===== config.mk =====
export PLATFORM = sky130hd
export DESIGN_NAME = control_unit
export DESIGN_NICKNAME = d
export VERILOG_FILES = /design/src/rtl/control_unit_pkg.sv /design/src/rtl/control_unit_reg_select_decode.sv /design/src/rtl/control_unit.sv
export SDC_FILE = /design/constraint.sdc
export NUM_CORES = 1
export LEC_CHECK = 0
export CORE_UTILIZATION = 37
export CTS_CLUSTER_DIAMETER = 60
export DETAILED_ROUTE_END_ITERATION = 8
export GPL_TIMING_DRIVEN = 1
export PLACE_DENSITY = 0.87
export SLEW_MARGIN = 40
export SYNTH_ARGS = -nofsm -noshare
export SYNTH_HDL_FRONTEND = slang
export SYNTH_SLANG_ARGS = --single-unit

===== constraint.sdc =====
create_clock -name Clock -period 5.33 [get_ports Clock]
set_input_delay 0.7995 -clock Clock [delete_from_list [all_inputs] [get_ports Clock]]
set_output_delay 0.7995 -clock Clock [all_outputs]
set_load 0.05 [all_outputs]

===== src/rtl/control_unit_pkg.sv =====
// ---------------------------------------------------------------------------
// ctrl_defs: shared definitions for the hardwired control sequencer.
//   - 4-bit state encoding (RST, T0..T6, HALT, FAULT)
//   - opcode constants and the opcode-class decode helper
//   - IR field bit positions (opcode, Ra, Rb, Rc)
// ---------------------------------------------------------------------------
package ctrl_defs;

  // State encoding. Plain localparams keep the encoding visible to legacy
  // tools and waveform viewers that do not understand enums.
  localparam logic [3:0] ST_RST   = 4'd0;
  localparam logic [3:0] ST_T0    = 4'd1;
  localparam logic [3:0] ST_T1    = 4'd2;
  localparam logic [3:0] ST_T2    = 4'd3;
  localparam logic [3:0] ST_T3    = 4'd4;
  localparam logic [3:0] ST_T4    = 4'd5;
  localparam logic [3:0] ST_T5    = 4'd6;
  localparam logic [3:0] ST_T6    = 4'd7;
  localparam logic [3:0] ST_HALT  = 4'd8;
  localparam logic [3:0] ST_FAULT = 4'd9;

  // Opcodes and class ranges.
  localparam logic [4:0] OP_ALU_LO = 5'b00000;
  localparam logic [4:0] OP_ALU_HI = 5'b01011;
  localparam logic [4:0] OP_MUL    = 5'b01110;
  localparam logic [4:0] OP_DIV    = 5'b01111;
  localparam logic [4:0] OP_NEG    = 5'b10000;
  localparam logic [4:0] OP_NOT    = 5'b10001;
  localparam logic [4:0] OP_NOP    = 5'b11010;
  localparam logic [4:0] OP_HALT   = 5'b11011;

  // IR field positions (MSB of each field; fields extend downwards).
  localparam int OPC_MSB = 31;
  localparam int OPC_W   = 5;
  localparam int RA_MSB  = 26;
  localparam int RB_MSB  = 22;
  localparam int RC_MSB  = 18;

  typedef enum logic [2:0] {
    CLS_ALU,
    CLS_MULDIV,
    CLS_UNARY,
    CLS_NOP,
    CLS_HALT,
    CLS_ILLEGAL
  } op_class_e;

  function automatic op_class_e op_class(input logic [4:0] opc);
    if (opc >= OP_ALU_LO && opc <= OP_ALU_HI) return CLS_ALU;
    if (opc == OP_MUL || opc == OP_DIV)        return CLS_MULDIV;
    if (opc == OP_NEG || opc == OP_NOT)        return CLS_UNARY;
    if (opc == OP_NOP)                         return CLS_NOP;
    if (opc == OP_HALT)                        return CLS_HALT;
    return CLS_ILLEGAL;
  endfunction

endpackage


===== src/rtl/control_unit_reg_select_decode.sv =====
// ---------------------------------------------------------------------------
// reg_select_decode: ADDR_W-to-2^ADDR_W one-hot decoder with enable.
//   en_i     in  1         output is all-zero when low
//   sel_i    in  ADDR_W    register index
//   onehot_o out 2^ADDR_W  one-hot select
// ---------------------------------------------------------------------------
module reg_select_decode #(
  parameter int ADDR_W = 4
) (
  input  logic                   en_i,
  input  logic [ADDR_W-1:0]      sel_i,
  output logic [2**ADDR_W-1:0]   onehot_o
);

  always_comb begin
    onehot_o = '0;
    if (en_i) onehot_o[sel_i] = 1'b1;
  end

endmodule


===== src/rtl/control_unit.sv =====
// ---------------------------------------------------------------------------
// control_unit: hardwired T-state sequencer driving the datapath strobes.
// Fetch (T0..T2) through PC/MAR/MDR into IR, then decode the live IR in T3
// and step the class-specific execute states. Outputs are a purely
// combinational decode of the registered state and IR.
//
// Ports
//   Clock, Resetn                 clock, async active-low reset
//   IR[31:0]                      instruction register from the datapath
//   MemReady                      memory data valid, sampled in T1
//   Stop                          halt request, honoured at instruction end
//   PCout PCin IncPC MARin        PC/MAR strobes
//   Read MDRin MDRout IRin        memory/IR strobes
//   Yin Zin Zlowout ZHighout
//   LOin HIin                     ALU register strobes
//   Rin, Rout [2^ADDR_W-1:0]      one-hot register load / drive selects
//   operation[4:0]                ALU op code (opcode in T3..T6, else 0)
//   Run                           high in T0..T6
//   Fault                         sticky illegal-opcode flag
// ---------------------------------------------------------------------------
module control_unit
  import ctrl_defs::*;
#(
  parameter int ADDR_W = 4
) (
  input  logic                 Clock,
  input  logic                 Resetn,
  input  logic [31:0]          IR,
  input  logic                 MemReady,
  input  logic                 Stop,
  output logic                 PCout,
  output logic                 PCin,
  output logic                 IncPC,
  output logic                 MARin,
  output logic                 Read,
  output logic                 MDRin,
  output logic                 MDRout,
  output logic                 IRin,
  output logic                 Yin,
  output logic                 Zin,
  output logic                 Zlowout,
  output logic                 ZHighout,
  output logic                 LOin,
  output logic                 HIin,
  output logic [2**ADDR_W-1:0] Rin,
  output logic [2**ADDR_W-1:0] Rout,
  output logic [4:0]           operation,
  output logic                 Run,
  output logic                 Fault
);

  localparam int FIELD_LSB = RC_MSB - ADDR_W + 1;

  logic [3:0]        state_q, state_d;
  logic              stop_q,  stop_d;
  logic              fault_q, fault_d;

  logic [OPC_W-1:0]  opcode;
  logic [ADDR_W-1:0] ra, rb, rc;
  op_class_e         cls;
  logic              in_run;
  logic [3:0]        end_state;

  logic              rin_en, rout_en;
  logic [ADDR_W-1:0] rin_sel, rout_sel;

  // Low IR bits carry no control information.
  logic              unused_ir;
  assign unused_ir = ^IR[FIELD_LSB-1:0];

  assign opcode = IR[OPC_MSB -: OPC_W];
  assign ra     = IR[RA_MSB  -: ADDR_W];
  assign rb     = IR[RB_MSB  -: ADDR_W];
  assign rc     = IR[RC_MSB  -: ADDR_W];
  assign cls    = op_class(opcode);

  assign in_run = (state_q >= ST_T0) && (state_q <= ST_T6);

  // A Stop seen earlier in the instruction, or on this very edge, diverts
  // the instruction's last state to HALT instead of the next fetch.
  assign end_state = (stop_q || Stop) ? ST_HALT : ST_T0;

  // ---------------------------------------------------------------------
  // Next-state logic
  // ---------------------------------------------------------------------
  // NOTE: every combinational output gets a default first, so no path
  // through the case leaves it unassigned and no latch is inferred.
  always_comb begin
    state_d = state_q;
    unique case (state_q)
      ST_RST: state_d = ST_T0;
      ST_T0:  state_d = ST_T1;
      ST_T1:  if (MemReady) state_d = ST_T2;
      ST_T2:  state_d = ST_T3;
      ST_T3: begin
        unique case (cls)
          CLS_ALU, CLS_MULDIV, CLS_UNARY: state_d = ST_T4;
          CLS_NOP:                        state_d = end_state;
          CLS_HALT:                       state_d = ST_HALT;
          default:                        state_d = ST_FAULT;
        endcase
      end
      ST_T4:  state_d = (cls == CLS_UNARY) ? end_state : ST_T5;
      ST_T5:  state_d = (cls == CLS_MULDIV) ? ST_T6 : end_state;
      ST_T6:  state_d = end_state;
      ST_HALT, ST_FAULT: state_d = state_q;
      default: state_d = ST_RST;
    endcase
  end

  assign stop_d  = stop_q || (Stop && in_run);
  assign fault_d = fault_q || ((state_q == ST_T3) && (cls == CLS_ILLEGAL));

  // NOTE: sequential state uses non-blocking assignments so every register
  // samples its pre-edge inputs regardless of statement order.
  always_ff @(posedge Clock or negedge Resetn) begin
    if (!Resetn) begin
      state_q <= ST_RST;
      stop_q  <= 1'b0;
      fault_q <= 1'b0;
    end else begin
      state_q <= state_d;
      stop_q  <= stop_d;
      fault_q <= fault_d;
    end
  end

  // ---------------------------------------------------------------------
  // Strobe decode. Only one bus driver is ever active per state.
  // ---------------------------------------------------------------------
  always_comb begin
    PCout    = 1'b0;
    PCin     = 1'b0;
    IncPC    = 1'b0;
    MARin    = 1'b0;
    Read     = 1'b0;
    MDRin    = 1'b0;
    MDRout   = 1'b0;
    IRin     = 1'b0;
    Yin      = 1'b0;
    Zin      = 1'b0;
    Zlowout  = 1'b0;
    ZHighout = 1'b0;
    LOin     = 1'b0;
    HIin     = 1'b0;
    rin_en   = 1'b0;
    rin_sel  = ra;
    rout_en  = 1'b0;
    rout_sel = rb;
    unique case (state_q)
      ST_T0: begin
        PCout = 1'b1;
        MARin = 1'b1;
        IncPC = 1'b1;
        Zin   = 1'b1;
      end
      // Held for every wait cycle; reloading PC from Z is idempotent.
      ST_T1: begin
        Zlowout = 1'b1;
        PCin    = 1'b1;
        Read    = 1'b1;
        MDRin   = 1'b1;
      end
      ST_T2: begin
        MDRout = 1'b1;
        IRin   = 1'b1;
      end
      ST_T3: begin
        unique case (cls)
          CLS_ALU:    begin rout_en = 1'b1; rout_sel = rb; Yin = 1'b1; end
          CLS_MULDIV: begin rout_en = 1'b1; rout_sel = ra; Yin = 1'b1; end
          CLS_UNARY:  begin rout_en = 1'b1; rout_sel = rb; Zin = 1'b1; end
          default:    ;
        endcase
      end
      ST_T4: begin
        unique case (cls)
          CLS_ALU:    begin rout_en = 1'b1; rout_sel = rc; Zin = 1'b1; end
          CLS_MULDIV: begin rout_en = 1'b1; rout_sel = rb; Zin = 1'b1; end
          CLS_UNARY:  begin Zlowout = 1'b1; rin_en = 1'b1; end
          default:    ;
        endcase
      end
      ST_T5: begin
        unique case (cls)
          CLS_ALU:    begin Zlowout = 1'b1; rin_en = 1'b1; end
          CLS_MULDIV: begin Zlowout = 1'b1; LOin = 1'b1; end
          default:    ;
        endcase
      end
      ST_T6: begin
        if (cls == CLS_MULDIV) begin
          ZHighout = 1'b1;
          HIin     = 1'b1;
        end
      end
      default: ;
    endcase
  end

  assign operation = (state_q >= ST_T3 && state_q <= ST_T6) ? opcode : '0;
  assign Run       = in_run;
  assign Fault     = fault_q;

  reg_select_decode #(.ADDR_W(ADDR_W)) u_rin_dec (
    .en_i     (rin_en),
    .sel_i    (rin_sel),
    .onehot_o (Rin)
  );

  reg_select_decode #(.ADDR_W(ADDR_W)) u_rout_dec (
    .en_i     (rout_en),
    .sel_i    (rout_sel),
    .onehot_o (Rout)
  );

endmodule

Word-level counts from Yosys, hierarchy flattened. Cells that the tools add are included.

Bits in registers: 6. Input bits: 36. Output and inout port bits: 53.

$lt $le $gt $ge: 9. Eq/ne operators: 21. Mux-type cells: 56. Bitwise gates (word level): 1. Reduce and logical (&&, ||, !) cells: 18.

Operators by type and width (count): case mux 4 bit (9 select lines) (1); 2-to-1 mux 16 bit (2); 2-to-1 mux 3 bit (10); 2-to-1 mux 1 bit (28); 2-to-1 mux 4 bit (6); == test 5 bit (second input constant) (4); == test 4 x 3 -> 1 bit (second input constant) (4); greater-or-equal comparator 4 x 1 -> 1 bit (second input constant) (3); case mux 4 bit (3 select lines) (1); == test 5 x 4 -> 1 bit (second input constant) (2); < comparator 4 x 5 -> 1 bit (second input constant) (2); demux 1 bit (select 4 bit) (2); == test 4 x 2 -> 1 bit (second input constant) (2); == test 4 bit (second input constant) (2); case mux 4 bit (2 select lines) (1); logical AND 1 bit (7); == test 3 x 2 -> 1 bit (second input constant) (2); == test 3 bit (second input constant) (2); case mux 1 bit (3 select lines) (2); greater-or-equal comparator 5 x 1 -> 1 bit (second input constant) (1); less-or-equal comparator 5 x 4 -> 1 bit (second input constant) (1); logical OR 1 bit (5); 2-to-1 mux 5 bit (1); == test 4 x 1 -> 1 bit (second input constant) (1); other kinds (11) (13).

Longest topological paths before layout.
Depth in word-level cells: 26. Gate-level depth with buffers: 7. Gate-level depth less buffers: 5.

Hierarchy. From an unflattened synthesis, not the netlist that was laid out.

Cells, all modules: 159. Area total of the unflattened synthesis: 1079.8 µm².

By module, submodules not included: control_unit (times used 1, cells each 113, area each 842.1 µm², sequential area each 150.1 µm²); reg_select_decode at u_rin_dec (times used 1, cells each 23, area each 120.1 µm², sequential area each 0.0 µm²); reg_select_decode at u_rout_dec (times used 1, cells each 23, area each 117.6 µm², sequential area each 0.0 µm²).

Worst setup path after synthesis. OpenSTA, ideal clock, no wires.

Path kind: flip-flop to output port. Start point: register state_q[0]. End point: output port Zin. Arrival: 2.823 ns. Slack: 1.707 ns. Cell stages (with the launch flop): 5. Cells stage by stage: dfrtp_1 -> clkbuf_1 -> nor2b_1 -> nor3b_1 -> o21bai_1.

Word-level cells in the longest chain between the ends: 2. Elaborated cells on any way between the ends: 4. Those cells by class: 3 x eq/ne; 1 x mux.

RTL lines: start, declared (line control_unit.sv:54) `logic [3:0] state_q, state_d;`; start signal, assigned (line control_unit.sv:122) `state_q <= state_d;`; == test 4 x 3 -> 1 bit / == test 4 x 1 -> 1 bit (equally long branches) (line control_unit.sv:150) `unique case (state_q)`; case mux 1 bit (3 select lines) * (line control_unit.sv:150); end, declared (line control_unit.sv:40) `output logic Zin,`.

Every way passes the cells marked *; elsewhere a longest branch is shown, timed or not.

Worst setup path after layout.
Start point: input port IR[29]. End point: output port Rout[13].

Word-level cells in the longest chain between the ends: 19. Elaborated cells on any way between the ends: 52. Those cells by class: 4 x order compare; 8 x eq/ne; 33 x mux; 7 x reduce/logical.

RTL lines: start, declared (line control_unit.sv:28) `input logic [31:0] IR,`; == test 5 bit / == test 5 x 4 -> 1 bit (equally long branches) (line control_unit_pkg.sv:53, control_unit_pkg.sv:50); 2-to-1 mux 1 bit / logical OR 1 bit (equally long branches) (line control_unit_pkg.sv:53, control_unit_pkg.sv:50); 2-to-1 mux 1 bit / 2-to-1 mux 3 bit (equally long branches) (line control_unit_pkg.sv:53, control_unit_pkg.sv:50); 2-to-1 mux 1 bit / 2-to-1 mux 3 bit (equally long branches) (line control_unit_pkg.sv:52, control_unit_pkg.sv:51); 2-to-1 mux 1 bit / 2-to-1 mux 3 bit (equally long branches) (line control_unit_pkg.sv:51, control_unit_pkg.sv:52); 2-to-1 mux 1 bit / 2-to-1 mux 3 bit (equally long branches) (line control_unit_pkg.sv:50, control_unit_pkg.sv:53); 2-to-1 mux 3 bit (line control_unit_pkg.sv:54) `return CLS_ILLEGAL;`; 2-to-1 mux 3 bit (line control_unit_pkg.sv:53) `if (opc == OP_HALT) return CLS_HALT;`; [3 not listed]; == test 3 x 1 -> 1 bit / zero test 3 bit (equally long branches) (line control_unit.sv:169, control_unit.sv:177); 2-to-1 mux 4 bit (on tied branches) (line control_unit.sv:169, control_unit.sv:177); case mux 4 bit (2 select lines) (line control_unit.sv:150); < comparator 4 x 5 -> 1 bit (not written as such) / greater-or-equal comparator 4 x 1 -> 1 bit (equally long branches) (line control_unit_reg_select_decode.sv:17) `if (en_i) onehot_o[sel_i] = 1'b1;`; logical AND 1 bit (not written as such) (line control_unit_reg_select_decode.sv:17); 2-to-1 mux 1 bit (not written as such) (line control_unit_reg_select_decode.sv:17); demux 1 bit (select 4 bit); 2-to-1 mux 16 bit * (line control_unit_reg_select_decode.sv:17); end, declared (line control_unit.sv:46) `output logic [2**ADDR_W-1:0] Rout,`.

Every way passes the cells marked *; elsewhere a longest branch is shown, timed or not. The select of a mux whose other input is x is not followed.

==> impl_metrics.ini <==
[setup_path]
worst_setup_path_startpoint = IR[29]
worstSetupEndpointType = primary output
critical-path-max-stage-delay_ns = 0.81
worst_path_dominant_cell_family = buffers and inverters
critical_path.cell_chain = clkdlybuf4s50_1, a21oi_1, mux2_2, a221o_1, or3_1, nor2_1, clkdlybuf4s50_1
ws_path_type = in2out
buf_inv_stages_crit_path = 2
critical_path.max_fanout = 16
worstPathRequired_ns = 4.53
critical_path.reg2reg.startpoint = state_q[2]
worst_ep_arrival_time_ns = 3.87
cp-start-kind = input pin
slowest_stage = clkdlybuf4s50_1
timing.critical_path.mode_cell = clkdlybuf4s50_1

[sta]
slew_headroom_pct = 55.1
final_setup_violation_count = 0
hold_viol = 0
final_period_minus_worst_setup_slack_ns = 4.67
report.final.slew_viol_count = 0
finalClockSkew_ns = 0.000888
timing.setup.tns_ns = 0
max_slew.worst_pin.slew_ns = 0.673
fmaxAchievable_mhz = 214
finalCritPeriodShare_pct = 87.7
grt_setup_unrepaired = no

[synth]
synthesis.instances = 179
ys_ff_latch = 6
post_synth.cell_area_avg_um2 = 6.48
post_synth_instance_area_um2 = 1160
yosysSeqAreaShare_pct = 12.9
synth_edf_count = 0
post_synth_num_cell_types = 41
synth_async_sr_flop_share_pct = 100
yosys_warnings = 0
synth.net_count = 215
ys.flop_type = dfrtp_1

[floorplanning]
die-area_um2 = 3360
width_of_the_die_um = 58.0
design.core.area_um2 = 2850
die_height_um = 58.0
row_count = 19
io_pins = 89
floorplan.initialDensity_pct = 40.7

[drt]
routed-via-count = 1502
detail-route-antenna-nets = 0
detail_route.first_pass.iterations = 6
routed_wirelength_mm = 3.34
routed_via_density = 5.54
post-route-drc-count = 7
detail_route.wl_per_cell_um = 12.3
drt-initial-drc-count = 73

[grt]
antenna_found_initial = 0
use_met3_pct = 1.79
grtUsageTotal_pct = 20.0
pin_count_of_the_biggest_net_entering_global_routing = 25
grt_overflow_total = 0
first_global_vias = 1274
grt_util_met2_pct = 32.5
gr_busiest_metal = met2
wire_length_of_the_first_global_routing_pass_mm = 5.54
groute.layer.met1.usage_pct = 28.4

[placement]
globalplace.congestion = 0.774
place_hpwl_mm = 2.57
buffer_ports.inserted = 73

[layout]
area.sequential_um2 = 150
layout.cells.most_common = clkdlybuf4s50_1
post_layout_nets = 278
layout-drive-gt1-share_pct = 4.17
num_antenna_cells = 0
most-common-layout-cells = clkdlybuf4s50_1 (73), nor2_1 (37), and2_1 (14), a21oi_1 (12), nand3_1 (11)
area_growth_syn_to_layout_pct = 61.2
n_fill_cell = 268
total_area_of_multi_input_combinational_cells_um2 = 897

[cts]
cts_num_sinks = 6
cts-htree-levels = 1
postCtsSetupRepairBufs = 0
cts_hold_buf = 0
tritoncts_buffers = 3
clock_insertion_delay_worst_skew_ns = 0.24
worst_setup_hold_path_clk_slew_ns = 0.04
cts_resized = 0
cts_tree = yes
clockRootBuffer = clkbuf_4
cts-root-to-sink-buffers = 2

[pwr]
total_power_mw = 0.692
peakVddDrop_mv = 0.261
static-leakage-power_nw = 0.637
powerDensity_nw_per_um2 = 370

[run]
cap_viol_max_count = 0

[worst_hold_path]
hp-start = Fault
min-delay-path-class = reg2reg

[outcome]
run_status = complete, but fails checks
failed_checks = design-rule violations
[per-stage QoR]
step / setup slack [ns] / std cells / util, % / area [um^2] / hold slack [ns]
after floorplan: 1.71 / 179 / - / 1160 / 0.451
after global placement: 0.710 / 268 / 64.7 / 1850 / 0.459
after detailed placement: 0.661 / 268 / 64.7 / 1850 / 0.456
after CTS: 0.651 / 271 / 65.5 / 1870 / 0.469
after global routing: 0.425 / 271 / 65.5 / 1870 / 0.514
final: 0.656 / 271 / 65.5 / 1870 / 0.464
[flip-flops by register name (all words and copies together) (netlist names)]
signal / count
state_q: 4
stop_q: 1
Fault: 1
[worst paths after layout]
path | endpoint | slack (ns) | depth (start not counted)
min in group asynchronous | state_q[0] | 0.79 | 1
hold / removal | Fault | 0.46 | 1
max in group asynchronous | Fault | 4.33 | 1
hold reg to reg | Fault | 0.46 | 1
setup reg to reg | state_q[3] | 3.35 | 4
setup / recovery | Rout[13] | 0.66 | 7
[Yosys cell counts (all sizes together), types with 3 or more instances]
master / count / share of area (%)
a21oi: 12 / 5.2
nand2: 5 / 1.6
nand3: 11 / 4.7
clkbuf: 9 / 2.9
nor2b: 6 / 3.2
nor2: 37 / 12
nand2b: 3 / 1.6
dfrtp: 6 / 13
or3: 4 / 2.2
nor4b: 3 / 2.8
and2: 14 / 7.6
nand4b: 3 / 2.3
nor3: 8 / 3.5
a21o: 3 / 1.9
nor3b: 4 / 2.6
o21ai: 9 / 3.9
inv: 4 / 1.3
buf: 8 / 5.5
[worst reg2reg max path: cells and delay by family, from the launching register on]
| kind | cells | cell delay, ns |
|---|---|---|
| simple gates | 2 | 0.79 |
| flops | 1 | 0.67 |
| compound gates | 2 | 0.41 |
[kinds of logic (layout without fill, tap and decap cells)]
kind of cell           after synthesis  after routing  share of synthesized area (%)
multiplexers                         2              2                           1.94
AND/OR/NAND/NOR                    107            107                           50.3
flip-flops                           6              6                           12.9
AO/OA/AOI/OAI                       43             43                           25.1
buffers and inverters               21             82                           9.71
[layout make-up]
| cell class | instances | share of cell area (%) |
|---|---|---|
| Timing Repair Buffer | 75 | 39.9 |
| Clock buffer | 3 | 1.20 |
| Tap cell | 31 | 2.07 |
| Multi-Input combinational cell | 152 | 48.0 |
| Inverter | 4 | 0.803 |
| Sequential cell | 6 | 8.03 |
[report_power, final]
part           internal [mW]  switching, mW  leakage, nW
clock network         0.0253         0.0141       0.0138
logic                  0.191          0.336        0.553
registers             0.0620         0.0642       0.0703
[metal layers]
layer	vias to the layer above	part of all wire [%]
li1	763	-
met1	682	45
met2	55	47
met3	2	7.5
met4	0	0.42
met5	-	0
Note: power is estimated with default switching activity, not from simulation.
==> variant 1, RTL diff (config.mk and constraints unchanged) <==
Put one more register stage on the output `Fault`, cleared by the reset. The value now appears one clock later. The other outputs are not delayed to match.
--- a/src/rtl/control_unit.sv
+++ b/src/rtl/control_unit.sv
@@ -200,7 +200,13 @@
 
   assign operation = (state_q >= ST_T3 && state_q <= ST_T6) ? opcode : '0;
   assign Run       = in_run;
-  assign Fault     = fault_q;
+  always_ff @(posedge Clock or negedge Resetn) begin
+    if (!Resetn) begin
+      Fault <= '0;
+    end else begin
+      Fault <= fault_q;
+    end
+  end
 
   reg_select_decode #(.ADDR_W(ADDR_W)) u_rin_dec (
     .en_i     (rin_en),
Behaviour: not the same (Yosys sat finds a counterexample within 10 cycles, from zero or initial values and one cycle with Resetn low).
==> variant 1 against the unedited design <==
Clock power increased by 19%. Sequential cell count increased by 1. Maximum frequency increased by 4.0%. Synthesized area increased by 3.0%. Synthesized cell count decreased by 3.9%. Routed wire length increased by 1.9%. Design area increased by 1.6%. Via count decreased by 0.53%. Critical path depth unchanged. Power increased by 2.2%. Register-to-register slack improved by 0.24 ns. Setup slack improved by 0.18 ns. Non-clock buffer count decreased by 2. Largest power group unchanged.
==> variant 1: results <==
{
  "synthDistinctLibCells": 51,
  "synth_commonest_cells": "39 x nor2_1, 11 x nand2_1, 10 x a21oi_1",
  "clkTransAtPathRegs_ns": 0.05,
  "syn_nets": 208,
  "area_growth_pct": 59.0,
  "vias": 1494,
  "netlist_instances": 172,
  "status": "finished clean",
  "post-place-ws_ns": 0.837,
  "gr-usage-all-layers_pct": 19.1,
  "tightest_slew_ns": 0.776,
  "power-top-group": "combinational cells",
  "p_seq_mw": 0.146,
  "clock-skew-final_ns": 0.00139,
  "peakVddDrop_mv": 0.298,
  "fin_hold_ws_ns": 0.378,
  "fill_cells": 292,
  "cp_max_fo": 12,
  "grtUsageMet2_pct": 32.8,
  "avgRoutedWirePerCell_um": 12.4,
  "final_layout_size_suffix_gt1_share_pct": 7.39,
  "reg2reg_from": "state_q[0]",
  "yosysSeqAreaShare_pct": 14.7,
  "io_buffers": 73,
  "internal_power_mw": 0.290,
  "timing.rr.end": "state_q[3]",
  "hold_path_startpoint": "fault_q",
  "grt_use_met3_pct": 3.08,
  "p_clk_mw": 0.0470,
  "grt_pass1_wl_um": 5180,
  "p_leak_nw": 0.665,
  "place_area_sq_mm": 0.00187,
  "fin_cells": 274,
  "cp-startpoint": "IR[31]",
  "grt_max_degree": 27,
  "ff2ff_setup_slack_ns": 3.59,
  "insertion_delay_ns": 0.25,
  "finalCritPeriodShare_pct": 84.3,
  "r2r_cells": 3,
  "crit_end": "Rin[2]",
  "synth.area.top_cells": "dfrtp_1 15%, nor2_1 12%, a21oi_1 4.2%",
  "power_density_mw_per_mm2": 372,
  "grtUsageMet1_pct": 23.8,
  "drtIter0Drc": 67,
  "cp.arrival_ns": 3.70,
  "hpwl_um": 2590,
  "async_reset_ff_share_pct": 100,
  "grt_pass1_vias": 1216,
  "synthFlopType": "dfrtp_1",
  "min_path_cells": 0,
  "first_pass_iters": 5,
  "finalWeightedCongestion": 0.792
}
variant 1: cell count changes after synthesis, sizes merged, moves of 4 or more:
cell | unedited run | this run
buf | 8 | 13
nand2 | 5 | 11
nand3 | 11 | 4
and2 | 14 | 5
nand2b | 3 | 7
variant 1: cell families (layout without fill, tap and decap cells):
family                 after synthesis  in the layout  share of synthesized area (%)
and+or+nand+nor                    102            102                           48.8
DFF                                  7              7                           14.7
buffers and inverters               20             78                           9.32
muxes                                3              3                           2.72
AOI/OAI and AO/OA                   40             40                           24.5
variant 1: final cells by class:
type / instances / area share, %
well taps: 44 / 2.90
clock buffers: 4 / 1.38
repair buffers: 73 / 38.5
flip-flops and latches: 7 / 9.22
inverters: 1 / 0.198
multi-input cells: 145 / 47.8
variant 1: per-layer routing:
metal	wire length, um	vias to the layer above
li1	-	737
met1	1550	686
met2	1560	67
met3	268	4
met4	23	0
met5	0	-
==> variant 2, RTL diff (same settings) <==
Made on the original files. Make the reset (`Resetn`) synchronous in one clocked block. Comments in the files are not updated.
--- a/src/rtl/control_unit.sv
+++ b/src/rtl/control_unit.sv
@@ -113,7 +113,7 @@
 
   // NOTE: sequential state uses non-blocking assignments so every register
   // samples its pre-edge inputs regardless of statement order.
-  always_ff @(posedge Clock or negedge Resetn) begin
+  always_ff @(posedge Clock) begin
     if (!Resetn) begin
       state_q <= ST_RST;
       stop_q  <= 1'b0;
Behaviour: differs if Resetn is asserted again (counterexample within 4 cycles, from zero or initial values and one cycle with Resetn low); with Resetn held inactive, the same outputs for 10 cycles.
==> variant 2 against the unedited design <==
Register-to-register slack gained 0.16 ns. Setup slack gained 0.019 ns. Sequential cell count is the same. Highest routed layer is now met3. Routed wire length grew 7.9%. Design area grew 0.80%. Synthesized area grew 0.86%. Die area grew 0.83%. Critical path depth is the same. Sequential share of layout area shrank 1.7 points. Count of clock-buffer cells in the layout is the same. Critical path type unchanged.
Power is not compared: it rests on default switching activity, and its combinational part moved more than twofold at a synthesized area within 25%.
==> variant 2: results <==
{
  "cp_top_family": "buffers and inverters",
  "synth_fa_ha_area_share_pct": 0,
  "clk_path_buf_depth": 2,
  "synthMuxAreaShare_pct": 2.78,
  "regMostFlops": "state_q",
  "clockRootBuffer": "clkbuf_4",
  "peakVddDrop_mv": 0.198,
  "cp.arrival_ns": 3.86,
  "insertion_delay_ns": 0.25,
  "post_cts_resized": 0,
  "p_leak_nw": 0.613,
  "place_area_sq_mm": 0.00186,
  "fill_cells": 293,
  "antenna_found_initial": 0,
  "grt_pass1_wl_um": 5760,
  "htreeDepth": 1,
  "hold_class": "reg -> reg",
  "cpMaxStageDelayCell": "clkdlybuf4s50_1",
  "hpwl_um": 2750,
  "grt_max_degree": 23,
  "drtIter0Drc": 75,
  "antenna_cells": 0,
  "final_nets": 280,
  "synth_commonest_cells": "36 x nor2_1, 15 x nor3_1, 11 x a21oi_1",
  "maxSlewHeadroom_pct": 52.5,
  "first_pass_iters": 4,
  "largest_reg_flops": 4,
  "synth.area.top_cells": "nor2_1 12%, dfxtp_1 10%, nor3_1 6.4%",
  "synth_warnings": 0,
  "cp_max_fo": 15,
  "slowest_delay_ns": 0.84,
  "vias_per_cell": 5.41,
  "final_layout_size_suffix_gt1_share_pct": 5.37,
  "syn_nets": 219,
  "gr-usage-all-layers_pct": 21.4,
  "io_buffers": 73,
  "synth-compound-area-share_pct": 26.4,
  "post-cts-setup-buffer-count": 0,
  "grt_pass1_vias": 1302,
  "synthDistinctLibCells": 47,
  "clock-skew-final_ns": 0.00448,
  "yosysSeqAreaShare_pct": 10.3,
  "finalWeightedCongestion": 0.827,
  "clkTransAtPathRegs_ns": 0.04,
  "wl_um": 3600,
  "fin_util_pct": 62.2,
  "synthFlopType": "dfxtp_1",
  "status": "finished clean",
  "start_util_pct": 38.6,
  "cts_buffers": 3,
  "async_reset_ff_share_pct": 0,
  "synthXorXnorAreaFrac_pct": 0
}
-- variant 2: cell families (layout without fill, tap and decap cells) --
| logic type | after synthesis | in the layout |
|---|---|---|
| compound gates | 41 | 41 |
| flops | 6 | 6 |
| simple gates | 110 | 110 |
| mux | 3 | 3 |
| buf+inv | 23 | 82 |
-- variant 2: stage by stage --
stage / setup WS, ns / std cells / hold WS, ns / power [mW]
2_1_floorplan: 1.42 / 183 / 0.573 / 0.219
6_report: 0.674 / 286 / 0.470 / 0.320
5_1_grt: 0.464 / 286 / 0.488 / 0.340
3_5_place_dp: 0.673 / 283 / 0.454 / 0.276
4_1_cts: 0.669 / 286 / 0.474 / 0.320
3_3_place_gp: 0.746 / 283 / 0.457 / 0.275
-- variant 2: final timing paths --
path / from / endpoint / slack, ns / cells past startpoint
worst max-delay path: IR[31] / Rin[0] / 0.67 / 7
worst min-delay path: Fault / Fault / 0.47 / 1
worst max register to register: state_q[0] / state_q[0] / 3.51 / 5
worst min register to register: Fault / Fault / 0.47 / 1
-- variant 2: final cells by class --
class / instances / share of cell area [%]
Sequential cell: 6 / 6.37
Timing Repair Buffer: 73 / 38.8
Multi-Input combinational cell: 154 / 49.5
Clock buffer: 3 / 1.20
Tap cell: 44 / 2.92
Inverter: 6 / 1.20
-- variant 2: report_power, final --
group / switching (mW) / leakage [nW] / internal, mW
Combinational: 0.128 / 0.550 / 0.0793
Clock: 0.0165 / 0.0138 / 0.0255
Sequential: 0.0199 / 0.0492 / 0.0504
-- variant 2: per-layer routing --
| metal | share of wire, % | vias to the layer above | GRT usage [%] |
|---|---|---|---|
| li1 | - | 779 | - |
| met1 | 46 | 697 | 29.1 |
| met2 | 46 | 71 | 35.6 |
| met3 | 8.0 | 0 | 4.91 |
| met4 | 0 | 0 | 2.04 |
| met5 | 0 | - | 0 |
-- variant 2: worst reg2reg max path, stage by stage, from the launching register on --
cell and delay, ns:
dfxtp_1 0.77, inv_1 0.28, or3_1 0.40, a21oi_1 0.13, nor3_1 0.08, nor2_1 0.10
